$ cat src/rtl/spi_slave_pkg.sv
// SPI memory slave shared definitions.
// State encoding and counter sizing helper.
package spi_slave_pkg;

  typedef enum logic [3:0] {
    GET_ADDR     = 4'd0,
    GOT          = 4'd1,
    READ_WAIT    = 4'd2,
    READ_LOAD    = 4'd3,
    READ_SHIFT   = 4'd4,
    WRITE_SHIFT  = 4'd5,
    WRITE_COMMIT = 4'd6,
    BURST_NEXT   = 4'd7,
    DONE         = 4'd8
  } state_e;

  // Width able to hold max(h, d) with one spare bit.
  function automatic int cnt_width(input int h, input int d);
    int m;
    m = (h > d) ? h : d;
    return $clog2(m) + 1;
  endfunction

endpackage

$ cat src/rtl/spi_bit_counter.sv
// SPI slave bit counter.
// Counts enabled pulses, wraps to 0 on the terminal count.
module spi_bit_counter #(
  parameter int W = 4
) (
  input  logic         s_clk,
  input  logic         reset,
  input  logic         clr,
  input  logic         en,
  input  logic [W-1:0] limit,
  output logic         done
);

  logic [W-1:0] count_q;
  logic [W-1:0] count_d;

  assign done = en && (count_q == limit);

  // Next count: clear, wrap on terminal pulse, or step.
  always_comb begin
    count_d = count_q;
    if (clr) begin
      count_d = '0;
    end else if (done) begin
      count_d = '0;
    end else if (en) begin
      count_d = count_q + 1'b1;
    end
  end

  // Count register with synchronous reset.
  always_ff @(posedge s_clk) begin
    if (reset) begin
      count_q <= '0;
    end else begin
      count_q <= count_d;
    end
  end

endmodule

$ cat src/rtl/spi_slave_ctrl.sv
// SPI memory slave control FSM.
// Header, then read/write data words, optional burst.
module spi_slave_ctrl #(
  parameter int ADDR_BITS = 7,
  parameter int DATA_BITS = 8,
  parameter int BURST_EN  = 1
) (
  input  logic s_clk,
  input  logic reset,
  input  logic cs,
  input  logic sclk_pos,
  input  logic sclk_neg,
  input  logic read_write,
  output logic miso_buff,
  output logic dm_we,
  output logic ad_we,
  output logic sr_we,
  output logic addr_inc,
  output logic busy
);

  import spi_slave_pkg::*;

  localparam int H  = ADDR_BITS + 1;
  localparam int CW = cnt_width(H, DATA_BITS);

  localparam logic [CW-1:0] HDR_LAST = CW'(H - 1);
  localparam logic [CW-1:0] DAT_LAST = CW'(DATA_BITS - 1);

  state_e state_q;
  state_e state_d;
  logic   dir_q;
  logic   dir_d;

  logic          neg_only;
  logic          cnt_en;
  logic [CW-1:0] cnt_limit;
  logic          cnt_done;

  // A falling edge coincident with a rising edge is dropped.
  assign neg_only = sclk_neg & ~sclk_pos;

  // Which edge the counter follows and where it stops.
  always_comb begin
    cnt_en    = 1'b0;
    cnt_limit = DAT_LAST;
    unique case (state_q)
      GET_ADDR: begin
        cnt_en    = sclk_pos;
        cnt_limit = HDR_LAST;
      end
      WRITE_SHIFT: cnt_en = sclk_pos;
      READ_SHIFT:  cnt_en = neg_only;
      default: ;
    endcase
  end

  spi_bit_counter #(
    .W(CW)
  ) u_cnt (
    .s_clk (s_clk),
    .reset (reset),
    .clr   (cs),
    .en    (cnt_en),
    .limit (cnt_limit),
    .done  (cnt_done)
  );

  // Next state and latched direction.
  always_comb begin
    state_d = state_q;
    dir_d   = dir_q;
    unique case (state_q)
      GET_ADDR: begin
        if (cnt_done) state_d = GOT;
      end
      GOT: begin
        dir_d   = read_write;
        state_d = read_write ? READ_WAIT : WRITE_SHIFT;
      end
      READ_WAIT:  state_d = READ_LOAD;
      READ_LOAD:  state_d = READ_SHIFT;
      READ_SHIFT: begin
        if (cnt_done) begin
          state_d = (BURST_EN != 0) ? BURST_NEXT : DONE;
        end
      end
      WRITE_SHIFT: begin
        if (cnt_done) state_d = WRITE_COMMIT;
      end
      WRITE_COMMIT: begin
        state_d = (BURST_EN != 0) ? BURST_NEXT : DONE;
      end
      BURST_NEXT: begin
        state_d = dir_q ? READ_WAIT : WRITE_SHIFT;
      end
      DONE:    state_d = DONE;
      default: state_d = GET_ADDR;
    endcase
    if (cs) begin
      state_d = GET_ADDR;
    end
  end

  // State and direction registers.
  always_ff @(posedge s_clk) begin
    if (reset) begin
      state_q <= GET_ADDR;
      dir_q   <= 1'b0;
    end else begin
      state_q <= state_d;
      dir_q   <= dir_d;
    end
  end

  // Moore outputs decoded from the registered state.
  always_comb begin
    miso_buff = 1'b0;
    dm_we     = 1'b0;
    ad_we     = 1'b0;
    sr_we     = 1'b0;
    addr_inc  = 1'b0;
    busy      = 1'b1;
    unique case (state_q)
      GET_ADDR:     busy      = 1'b0;
      GOT:          ad_we     = 1'b1;
      READ_LOAD:    sr_we     = 1'b1;
      READ_SHIFT:   miso_buff = 1'b1;
      WRITE_COMMIT: dm_we     = 1'b1;
      BURST_NEXT:   addr_inc  = 1'b1;
      DONE:         busy      = 1'b0;
      default: ;
    endcase
  end

endmodule

$ cat config.mk
export PLATFORM = sky130hd
export DESIGN_NAME = spi_slave_ctrl
export DESIGN_NICKNAME = d
export VERILOG_FILES = /design/src/rtl/spi_slave_pkg.sv /design/src/rtl/spi_bit_counter.sv /design/src/rtl/spi_slave_ctrl.sv
export SDC_FILE = /design/constraint.sdc
export NUM_CORES = 1
export LEC_CHECK = 0
export CAP_MARGIN = 20
export CORE_MARGIN = 5
export CORE_UTILIZATION = 44
export CTS_CLUSTER_DIAMETER = 30
export DETAILED_ROUTE_END_ITERATION = 8
export PLACE_DENSITY = 0.72
export SLEW_MARGIN = 20
export SYNTH_ARGS = -nofsm -noshare
export SYNTH_HDL_FRONTEND = slang
export SYNTH_SLANG_ARGS = --single-unit
$ cat constraint.sdc
create_clock -name s_clk -period 1.3 [get_ports s_clk]
set_input_delay 0.195 -clock s_clk [delete_from_list [all_inputs] [get_ports s_clk]]
set_output_delay 0.195 -clock s_clk [all_outputs]
set_load 0.03 [all_outputs]
After elaboration in Yosys (flattened, before gate mapping)
Cells that the tools add are included.

storage, ports and cells
  bits in registers = 9
  output and inout bits = 6
  logic and storage cells = 38

operators by class
  $add $sub $neg = 1
  equality and inequality tests = 12
  multiplexer cells = 13
  bitwise gates (word level) = 2
  reduce and logical (&&, ||, !) cells = 7

operators with widths
  kind                 count
  $pmux 4 s9           1
  $eq 4x3->1 const B   5
  $mux 4               3
  $eq 4x2->1 const B   2
  $mux 1               6
  $mux 3               2
  $ne 2x2->1 const B   3
  $reduce_or 2->1      3
  $add 4x1->4 const B  1
  $eq 4x1->1 const B   1
  $eq 4x4->1 const B   1
  $logic_not 4->1      1
  $reduce_and 3->1     1
  $reduce_or 3->1      1
  $pmux 1 s2           1
  $and 1x1->1          1
  $logic_and 1x1->1    1
  $not 1->1            1

Longest topological paths before layout
Gate-level depths: netlist of the first run.

  depth in word-level cells = 6
  depth in mapped cells = 5
  depth with buffers taken out = 5

Modules after synthesis
A second synthesis of the first run with hierarchy kept.

unflattened totals
  cells, all modules = 69
  area total of the unflattened synthesis = 626.9 µm²

by module, submodules not included
  module           instances  cells an instance  area each (µm²)  sequential area each (µm²)
  spi_slave_ctrl   1          43                 360.3            100.1
  spi_bit_counter  1          26                 266.5            80.1

Worst setup path after synthesis of the first run
Ideal clock, no wire load.

  path type = reg2out
  start = reg state_q[2]
  end = out dm_we
  arrival = 1701 ps
  required time = 1105 ps
  setup slack = -596 ps
  stages on the path, launching flop included = 3
  path buffers = 1
  cells stage by stage = dfxtp_1 clkbuf_1 nor4b_1

between the ends
  cells in the longest elaborated chain, start to end = 2

RTL lines
  element                   RTL line               RTL
  start: declaration        spi_slave_ctrl.sv:30   state_e state_q;
  start signal: assignment  spi_slave_ctrl.sv:111  state_q <= state_d;
  $eq 4x3->1                spi_slave_ctrl.sv:124  unique case (state_q)
  $mux 1                    spi_slave_ctrl.sv:124
  end: declaration          spi_slave_ctrl.sv:15   output logic dm_we,

Every way passes these cells.

Worst setup path after layout of the first run
  start = reg state_q[1]
  end = reg u_cnt.count_q[1]

between the ends
  cells in the longest elaborated chain, start to end = 5
  elaborated cells on any way between the ends = 7
  classes of those cells = eq/ne (2); mux (1); reduce/logical (4)

RTL lines
  element                                               RTL line               RTL
  $eq 4x3->1 / $logic_not 4->1 (equally long branches)  spi_slave_ctrl.sv:47   unique case (state_q)
  $reduce_or 2->1 (no line)                             --
  $pmux 1 s2 *                                          spi_slave_ctrl.sv:47
  $logic_and 1x1->1                                     spi_bit_counter.sv:17  assign done = en && (count_q == limit);
  $reduce_or 3->1 (no line)                             --
  end signal: assignment                                spi_bit_counter.sv:36  count_q <= count_d;
  end: declaration                                      spi_bit_counter.sv:14  logic [W-1:0] count_q;

Every way passes the cells marked *; elsewhere a longest branch is shown, timed or not.
A chain may end at the register's enable or synchronous reset.

==> results of run 1 <==
-- registers in the layout, summed over array words and instances (netlist names) --
name and count:
state_q 4, u_cnt.count_q 4, dir_q 1
-- cell usage in the layout (no fill, tap or decap), types with 2 or more instances in the layout --
| master | netlist | routed |
|---|---|---|
| mux2i_1 | 3 | 2 |
| a2111oi_2 | 1 | 2 |
| nor2_4 | 0 | 2 |
| nand3_1 | 2 | 2 |
| a21oi_1 | 6 | 4 |
| nor2b_4 | 0 | 2 |
| o21a_1 | 2 | 2 |
| nand2_1 | 6 | 5 |
| dfxtp_1 | 9 | 5 |
| o21ai_0 | 3 | 2 |
| nor2_1 | 11 | 9 |
| clkdlybuf4s50_1 | 0 | 5 |
| buf_6 | 0 | 13 |
| clkbuf_4 | 0 | 3 |
| buf_4 | 0 | 22 |
| dfxtp_2 | 0 | 3 |
-- layer usage --
layer / vias to the layer above / share of wire [%] / global-route usage (%)
met5: - / 0 / 0
met4: 0 / 1.8 / 14.9
met3: 6 / 5.5 / 3.83
met2: 34 / 53 / 41.2
met1: 371 / 39 / 25.1
li1: 351 / - / -
-- repair_timing --
item,4_1_cts,5_1_grt
setup buffers,10,2
gates resized for setup,28,10
setup endpoints to repair,14,14
pin swaps,9,6
hold buffers,0,0
-- worst paths after layout --
path | slack [ps] | startpoint | to
worst max register to register | -240 | state_q[1]$_SDFFE_PP0P_ | u_cnt.count_q[1]$_SDFFE_PP0P_
worst min register to register | 540 | u_cnt.count_q[3]$_SDFFE_PP0P_ | u_cnt.count_q[3]$_SDFFE_PP0P_
worst max-delay path | -240 | state_q[1]$_SDFFE_PP0P_ | u_cnt.count_q[1]$_SDFFE_PP0P_
worst min-delay path | 540 | u_cnt.count_q[3]$_SDFFE_PP0P_ | u_cnt.count_q[3]$_SDFFE_PP0P_
-- final cells by class --
| type | count | area, um^2 |
|---|---|---|
| tap | 15 | 18.8 |
| multi-input combinational | 60 | 538 |
| fill | 75 | 175 |
| inverter | 2 | 10.0 |
| sequential | 9 | 188 |
| timing repair buffer | 40 | 362 |
| clock buffer | 4 | 26.3 |
-- critical path: stages (launching register included) --
cell and delay (ps):
dfxtp_2 330, buf_6 110, or2_4 280, buf_6 140, a31oi_4 230, buf_4 170
nand3_1 70, a21oi_1 130
-- power by group through the flow --
| stage | Sequential [W] | Clock, W | Combinational (W) |
|---|---|---|---|
| 6_report | 0.000278 | 0.000224 | 0.0000732 |
| 5_1_grt | 0.000278 | 0.000245 | 0.0000782 |
| 4_1_cts | 0.000278 | 0.000225 | 0.0000648 |
| 3_5_place_dp | 0.000285 | 0 | 0.0000607 |
| 3_3_place_gp | 0.000285 | 0 | 0.0000592 |
| 2_1_floorplan | 0.000286 | 0 | 0.0000274 |
-- kinds of logic (layout without fill, tap and decap cells) --
kind of cell    after synthesis  in the layout
flops                         9              9
simple gates                 37             37
fa+ha+maj                     1              1
mux                           3              3
buf+inv                       5             46
compound gates               19             19
-- stage by stage --
step                      setup WS, ps  hold WS (ps)
after floorplan                  -62.7           267
after global placement            -453           480
after detailed placement          -467           491
after CTS                         -251           500
after global routing              -269           573
final                             -237           538
==> metrics.cfg, run 1 <==
[global_routing]
groute.usage.overall_pct=23.2
grt_pass1_vias=724
grt_pass1_wl_um=3470
antenna_found_initial=0
grt_max_degree=9
grt.overflow.total=0

[yosys]
synthArstFlopShare_pct=0
synth_area_leader_cell=dfxtp_1
synth-compound-area-share_pct=27.1
synth_top_area_share_pct=29.4
synth_edf_count=0
synthTopCellsByCount=nor2_1 (11), dfxtp_1 (9), a21oi_1 (6), nand2_1 (6)
synth_mux_area_share_pct=4.90
seq_area_frac_synth_pct=29.4
netlist_area_um2=613
synth.avg_cell_area_um2=8.28
synthTopCellsByArea=dfxtp_1 (29%), nor2_1 (6.7%), a21oi_1 (4.9%), mux2i_1 (4.9%), a2111oi_4 (4.5%)
synth_cells=74
synth_nets=81
ys_ff_latch=9
synth.most_common_cell=nor2_1
yosys.area_share.simple_pct=33.5
synth_cell_type_count=33
synthXorXnorAreaFrac_pct=0
synth_top_family_by_area=simple AND/OR/NAND/NOR gates
yosysWarnings=0
synth_adder_area_share_pct=2.04
ys.flop_type=dfxtp_1

[min_path]
hold_path_depth=2
min_path_type=reg2reg

[floorplanning]
die_area_mm2=0.00224
start_util_pct=46.5
io_pins=12
die_w_um=47.3
core_mm2=0.00132
die_y_um=47.3
std_cell_rows=13

[timing]
rsz0062_at_grt=true
worst_slack_ps=-237
clock.fmax_mhz=651
slew_violations=0
post-route-min-period_ps=1540
slew_headroom_pct=71.7
setup_viol=14
hold_viol=0
period_share_pct=118
worst_pin_slew_ps=424
clock_skew_ps=1.50
fin_tns_setup_ps=-2480

[cts]
htreeDepth=1
cts_buffer_depth=2
clk_pin_slew_ps=70
clock_latency_ps=260
cts_made_buffers=3
cts_root_buffer=clkbuf_4
tritoncts=built
cts.sinks=9

[worst_setup_path]
crit_path_start_kind=flop
end_kind=flop
arrival_ps=1720
required_ps=1480
cp_max_fo=6
ff2ff_path_depth=7
critical_path_class=reg2reg

[layout]
antenna_cells=0
layout-drive-gt1-share_pct=56.5
fin_nets=123
fin_cells=130
design_area_mm2=0.00114
post-route-util_pct=86.7
area_growth_pct=86.3

[pwr]
pwr-share-seq_pct=48.3
intPower_w=0.000435
leakagePower_nw=0.472
p_sw_share_pct=24.3
vdd_drop_max_uv=567
power_frac_comb_pct=12.7
clock_power_share_pct=38.9
finalPower_w=0.000575
p_per_area_mw_per_mm2=503
p_sw_w=0.000140

[status]
status=finished with violations
violations=setup timing

[placement]
dpl.hpwl_um=1170
port_buffers=11
dpl_cell_area_um2=908
dp.cells=115
finalWeightedCongestion=0.792

[detailed_routing]
drc_errors=0
firstDrtPassIters=4
wire_per_inst_um=19.3
routed_via_density=5.86
totalWireLength_um=2510
route.antenna.remaining_nets=0
num_vias=762
drt-initial-drc-count=35

[job]
drv_cap=0

Note: power is estimated with default switching activity, not from simulation.
==> run 2: changes to the inputs <==
--- a/config.mk
+++ b/config.mk
@@ -7,10 +7,11 @@
 export LEC_CHECK = 0
 export CAP_MARGIN = 20
 export CORE_MARGIN = 5
-export CORE_UTILIZATION = 44
+export CORE_UTILIZATION = 45
 export CTS_CLUSTER_DIAMETER = 30
 export DETAILED_ROUTE_END_ITERATION = 8
-export PLACE_DENSITY = 0.72
+export PLACE_DENSITY = 0.71
+export REMOVE_ABC_BUFFERS = 1
 export SLEW_MARGIN = 20
 export SYNTH_ARGS = -nofsm -noshare
 export SYNTH_HDL_FRONTEND = slang
==> constraint.sdc (replaced) <==
create_clock -name s_clk -period 1.6 [get_ports s_clk]
set_input_delay 0.24 -clock s_clk [delete_from_list [all_inputs] [get_ports s_clk]]
set_output_delay 0.24 -clock s_clk [all_outputs]
set_load 0.03 [all_outputs]
==> metrics.cfg, run 2 (same netlist as run 1, synthesis figures left out) <==
[cts]
cts_made_buffers=3  ; unchanged
clk_pin_slew_ps=60  ; about the same
cts_root_buffer=clkbuf_4
clock_latency_ps=250  ; about the same
tritoncts=built
cts.sinks=9  ; unchanged
htreeDepth=1  ; unchanged
cts_buffer_depth=2  ; unchanged

[min_path]
min_path_type=reg2reg

[timing]
clock_skew_ps=2.30  ; +0.800 ps
setup_viol=0  ; -14
worst_pin_slew_ps=355  ; -68.9 ps
period_share_pct=97.3
slew_headroom_pct=75.7  ; +4.0 points
clock.fmax_mhz=642
slew_violations=0  ; unchanged
fin_tns_setup_ps=0  ; +2480 ps
hold_viol=0  ; unchanged
post-route-min-period_ps=1560

[layout]
area_growth_pct=46.3
fin_nets=106  ; -14%
layout_commonest_cell=buf_4
antenna_cells=0  ; unchanged
layout-drive-gt1-share_pct=38.8  ; -18 points
top_regs=state_q (4), u_cnt.count_q (4), dir_q (1)
final_cell_mix=buf_4 (14), nor2_1 (11), nand2_1 (6), dfxtp_1 (6)

[global_routing]
antenna_found_initial=0  ; unchanged
groute.usage.overall_pct=15.9  ; -7.3 points
grt_pass1_vias=600  ; -17%
grt_pass1_wl_um=2520  ; -27%
grt.overflow.total=0  ; unchanged
grt_max_degree=17  ; +8

[detailed_routing]
drc_errors=0  ; unchanged
firstDrtPassIters=4  ; unchanged
drt-initial-drc-count=25  ; -29%
num_vias=642  ; -16%
route.antenna.remaining_nets=0  ; unchanged
routed_via_density=5.68  ; -3.1%
totalWireLength_um=1470  ; -42%
wire_per_inst_um=13.0  ; -33%

[status]
status=finished clean

[pwr]
p_per_area_mw_per_mm2=489  ; -2.8%
leakagePower_nw=0.365  ; -23%
vdd_drop_max_uv=394  ; -31%
finalPower_w=0.000439  ; -24%

[worst_setup_path]
crit_path_start_kind=input port
required_ps=1740  ; +260 ps
arrival_ps=1700  ; -20 ps
end_kind=flop
cp_max_fo=6  ; unchanged
critical_path_class=in2reg

[floorplanning]
die_w_um=46.9  ; -0.89%
core_mm2=0.00130  ; -1.2%
start_util_pct=47.1  ; +0.58 points
io_pins=12  ; unchanged
std_cell_rows=13  ; unchanged
die_area_mm2=0.00220  ; -1.8%
die_y_um=46.9  ; -0.89%

[placement]
dpl.hpwl_um=1160  ; -1.6%
finalWeightedCongestion=0.830  ; +4.9%
port_buffers=11  ; unchanged

[job]
drv_cap=0  ; unchanged

[run 2: cell types whose count changed in the layout (fill, tap and decap cells not counted), sizes merged]
cell	before	now
clkbuf	4	5
buf	35	17
[run 2: what timing repair did]
action                                 CTS  global route
gates resized for setup                  5            14
hold buffers                             0             0
setup buffers                            0             1
endpoints found under the hold margin    0             0
pin swaps                                0             2
setup endpoints to repair                2             8
[run 2: path summary, 6_finish.rpt]
path / from / to / slack, ps / depth (start not counted)
worst max-delay path: sclk_pos / u_cnt.count_q[2]$_SDFFE_PP0P_ / 40 / 5
worst min-delay path: u_cnt.count_q[1]$_SDFFE_PP0P_ / u_cnt.count_q[1]$_SDFFE_PP0P_ / 510 / 2
worst max register to register: u_cnt.count_q[0]$_SDFFE_PP0P_ / state_q[0]$_SDFFE_PP0P_ / 60 / 5
worst min register to register: u_cnt.count_q[1]$_SDFFE_PP0P_ / u_cnt.count_q[1]$_SDFFE_PP0P_ / 510 / 2
[run 2: per-layer routing]
layer | up-vias | global-route usage (%) | wire [um]
li1 | 319 | - | -
met1 | 300 | 19.5 | 656
met2 | 23 | 26.6 | 727
met3 | 0 | 3.07 | 83
met4 | 0 | 7.73 | 0
met5 | - | 0 | 0
[run 2: cell type report]
type,instances,area (um^2)
sequential,9,184
fill,109,404
multi-input combinational,60,467
timing repair buffer,23,194
tap,15,18.8
clock buffer,4,26.3
inverter,2,7.51
[run 2: through the flow]
step	worst slack (ps)	area [um^2]	hold WS (ps)	util [%]	std cells
after global routing	-5.88	897	530	68.9	113
after detailed placement	-179	801	495	61.5	108
after global placement	-170	801	478	61.5	108
final	43.4	897	512	68.9	113
after CTS	4.75	838	501	64.4	112
after floorplan	-220	602	312	-	71
[run 2: worst max-delay path: stages]
cell	delay (ps)
clkdlybuf4s50_1	510
or3b_4	400
a31oi_4	240
a21oi_1	100
a31o_2	210
[run 2: power breakdown]
part / total, W / internal, W / leakage [nW] / switching [W]
combinational: 0.0000466 / 0.0000274 / 0.276 / 0.0000192
sequential: 0.000229 / 0.000226 / 0.0740 / 0.00000248
clock: 0.000163 / 0.0000954 / 0.0150 / 0.0000679
total: 0.000439 / 0.000349 / 0.365 / 0.0000896
==> run 3: changes to the inputs <==
--- a/config.mk
+++ b/config.mk
@@ -10,8 +10,8 @@
 export CORE_UTILIZATION = 45
 export CTS_CLUSTER_DIAMETER = 30
 export DETAILED_ROUTE_END_ITERATION = 8
+export HOLD_SLACK_MARGIN = 0.12
 export PLACE_DENSITY = 0.71
-export REMOVE_ABC_BUFFERS = 1
 export SLEW_MARGIN = 20
 export SYNTH_ARGS = -nofsm -noshare
 export SYNTH_HDL_FRONTEND = slang
==> metrics.cfg, run 3 (same netlist as run 1, synthesis figures left out) <==
[status]
status=finished clean

[global_routing]
use_met1_pct=19.3  ; -0.27 points
grt_pass1_wl_um=2400  ; -4.6%
antenna_found_initial=0  ; unchanged
groute.usage.overall_pct=15.9  ; -0.090 points
met2_usage_pct=26.0  ; -0.54 points
grt_pass1_vias=568  ; -5.3%
grt.overflow.total=0  ; unchanged
grt_util_met3_pct=3.45  ; +0.38 points
grt_max_degree=11  ; -6
top_usage_layer=met2

[detailed_routing]
wire_per_inst_um=13.5  ; +3.6%
drc_errors=0  ; unchanged
drt-initial-drc-count=8  ; -68%
firstDrtPassIters=4  ; unchanged
num_vias=615  ; -4.2%
totalWireLength_um=1510  ; +2.7%
routed_via_density=5.49  ; -3.4%
route.antenna.remaining_nets=0  ; unchanged

[timing]
clock_skew_ps=0.779  ; -1.52 ps
period_share_pct=97.7  ; +0.37 points
worst_slack_ps=37.5  ; -5.89 ps
clock.fmax_mhz=640  ; -0.38%
slew_headroom_pct=75.8  ; +0.10 points
worst_pin_slew_ps=363  ; +7.67 ps
setup_viol=0  ; unchanged
rsz0062_at_grt=true
post-route-min-period_ps=1560  ; +5.89 ps
slew_violations=0  ; unchanged
hold_viol=0  ; unchanged

[floorplanning]
die_w_um=46.9  ; unchanged
start_util_pct=47.1  ; unchanged
core_mm2=0.00130  ; unchanged
std_cell_rows=13  ; unchanged
die_y_um=46.9  ; unchanged
io_pins=12  ; unchanged
die_area_mm2=0.00220  ; unchanged

[placement]
dp_slack_ps=-182  ; -3.50 ps
dpl.hpwl_um=1110  ; -3.9%
finalWeightedCongestion=0.795  ; -4.2%
dpl_cell_area_um2=807  ; +0.78%
port_buffers=11  ; unchanged

[layout]
layout_commonest_cell=buf_4
layout-drive-gt1-share_pct=38.1  ; -0.63 points
area_growth_pct=45.9
fin_nets=105  ; -0.94%
antenna_cells=0  ; unchanged
top_regs=state_q (4), u_cnt.count_q (4), dir_q (1)
final_cell_mix=buf_4 (13), nor2_1 (11), dfxtp_1 (7)
design_area_um2=895  ; -0.28%

[cts]
cts_made_buffers=3  ; unchanged
clock_latency_ps=260  ; about the same
cts_root_buffer=clkbuf_4
ctsHoldBuffers=0  ; unchanged
cts.sinks=9  ; unchanged
tritoncts=built
cts_buffer_depth=2  ; unchanged
htreeDepth=1  ; unchanged
clk_pin_slew_ps=60  ; about the same

[worst_setup_path]
end_kind=output pin
cp_max_fo=10  ; +4
crit_path_start_kind=flop
required_ps=1360  ; -380 ps
arrival_ps=1320  ; -380 ps
critical_path_class=reg2out

[min_path]
min_path_type=reg2reg

[pwr]
leakagePower_nw=0.369  ; +1.3%
vdd_drop_max_uv=455  ; +16%
p_per_area_mw_per_mm2=497  ; +1.6%

[job]
drv_cap=0  ; unchanged

==> run 3: cell count changes in the layout (fill, tap and decap cells not counted), sizes merged <==
cell  change
buf       -1
==> run 3: timing repair <==
item	in CTS	in global routing
resized for setup	8	11
hold endpoints to repair	0	0
pin swaps	0	1
buffers inserted	0	1
endpoints found under the setup margin	4	9
==> run 3: through the flow <==
stage	total power, W	setup TNS, ps	hold slack (ps)	cells	utilization (%)
2_1_floorplan	0.000254	0	312	74	-
3_3_place_gp	0.000275	-674	470	107	62.0
3_5_place_dp	0.000276	-856	488	107	62.0
4_1_cts	0.000448	0	496	111	65.7
5_1_grt	0.000472	-23.8	533	112	68.8
6_report	0.000444	0	493	112	68.8
==> run 3: metal layers <==
layer / vias up / part of all wire (%)
li1: 319 / -
met1: 277 / 47
met2: 14 / 47
met3: 5 / 4.4
met4: 0 / 2.0
met5: - / 0
==> run 3: power by group <==
| group | total [W] | leakage, nW | internal (W) | switching [W] |
|---|---|---|---|---|
| Sequential | 0.000228 | 0.0737 | 0.000226 | 0.00000184 |
| Clock | 0.000172 | 0.0150 | 0.0000959 | 0.0000765 |
| Combinational | 0.0000443 | 0.281 | 0.0000256 | 0.0000188 |
==> run 3: final timing paths <==
path	startpoint	cells after the start	slack [ps]	endpoint
max	state_q[0]$_SDFFE_PP0P_	5	40	ad_we
min	u_cnt.count_q[3]$_SDFFE_PP0P_	2	490	u_cnt.count_q[3]$_SDFFE_PP0P_
max reg2reg	state_q[2]$_SDFFE_PP0P_	5	80	u_cnt.count_q[2]$_SDFFE_PP0P_
min reg2reg	u_cnt.count_q[3]$_SDFFE_PP0P_	2	490	u_cnt.count_q[3]$_SDFFE_PP0P_
==> run 3: cell type report <==
cell class | count | area, um^2
Multi-Input combinational cell | 60 | 469
Fill cell | 116 | 407
Timing Repair Buffer | 22 | 190
Sequential cell | 9 | 183
Clock buffer | 4 | 26.3
Tap cell | 15 | 18.8
Inverter | 2 | 7.51
==> run 3: critical path, stage by stage, from the launching register on <==
cell	delay (ps)
dfxtp_2	330
buf_6	130
buf_8	130
nor2b_4	160
nor2b_4	170
buf_6	140
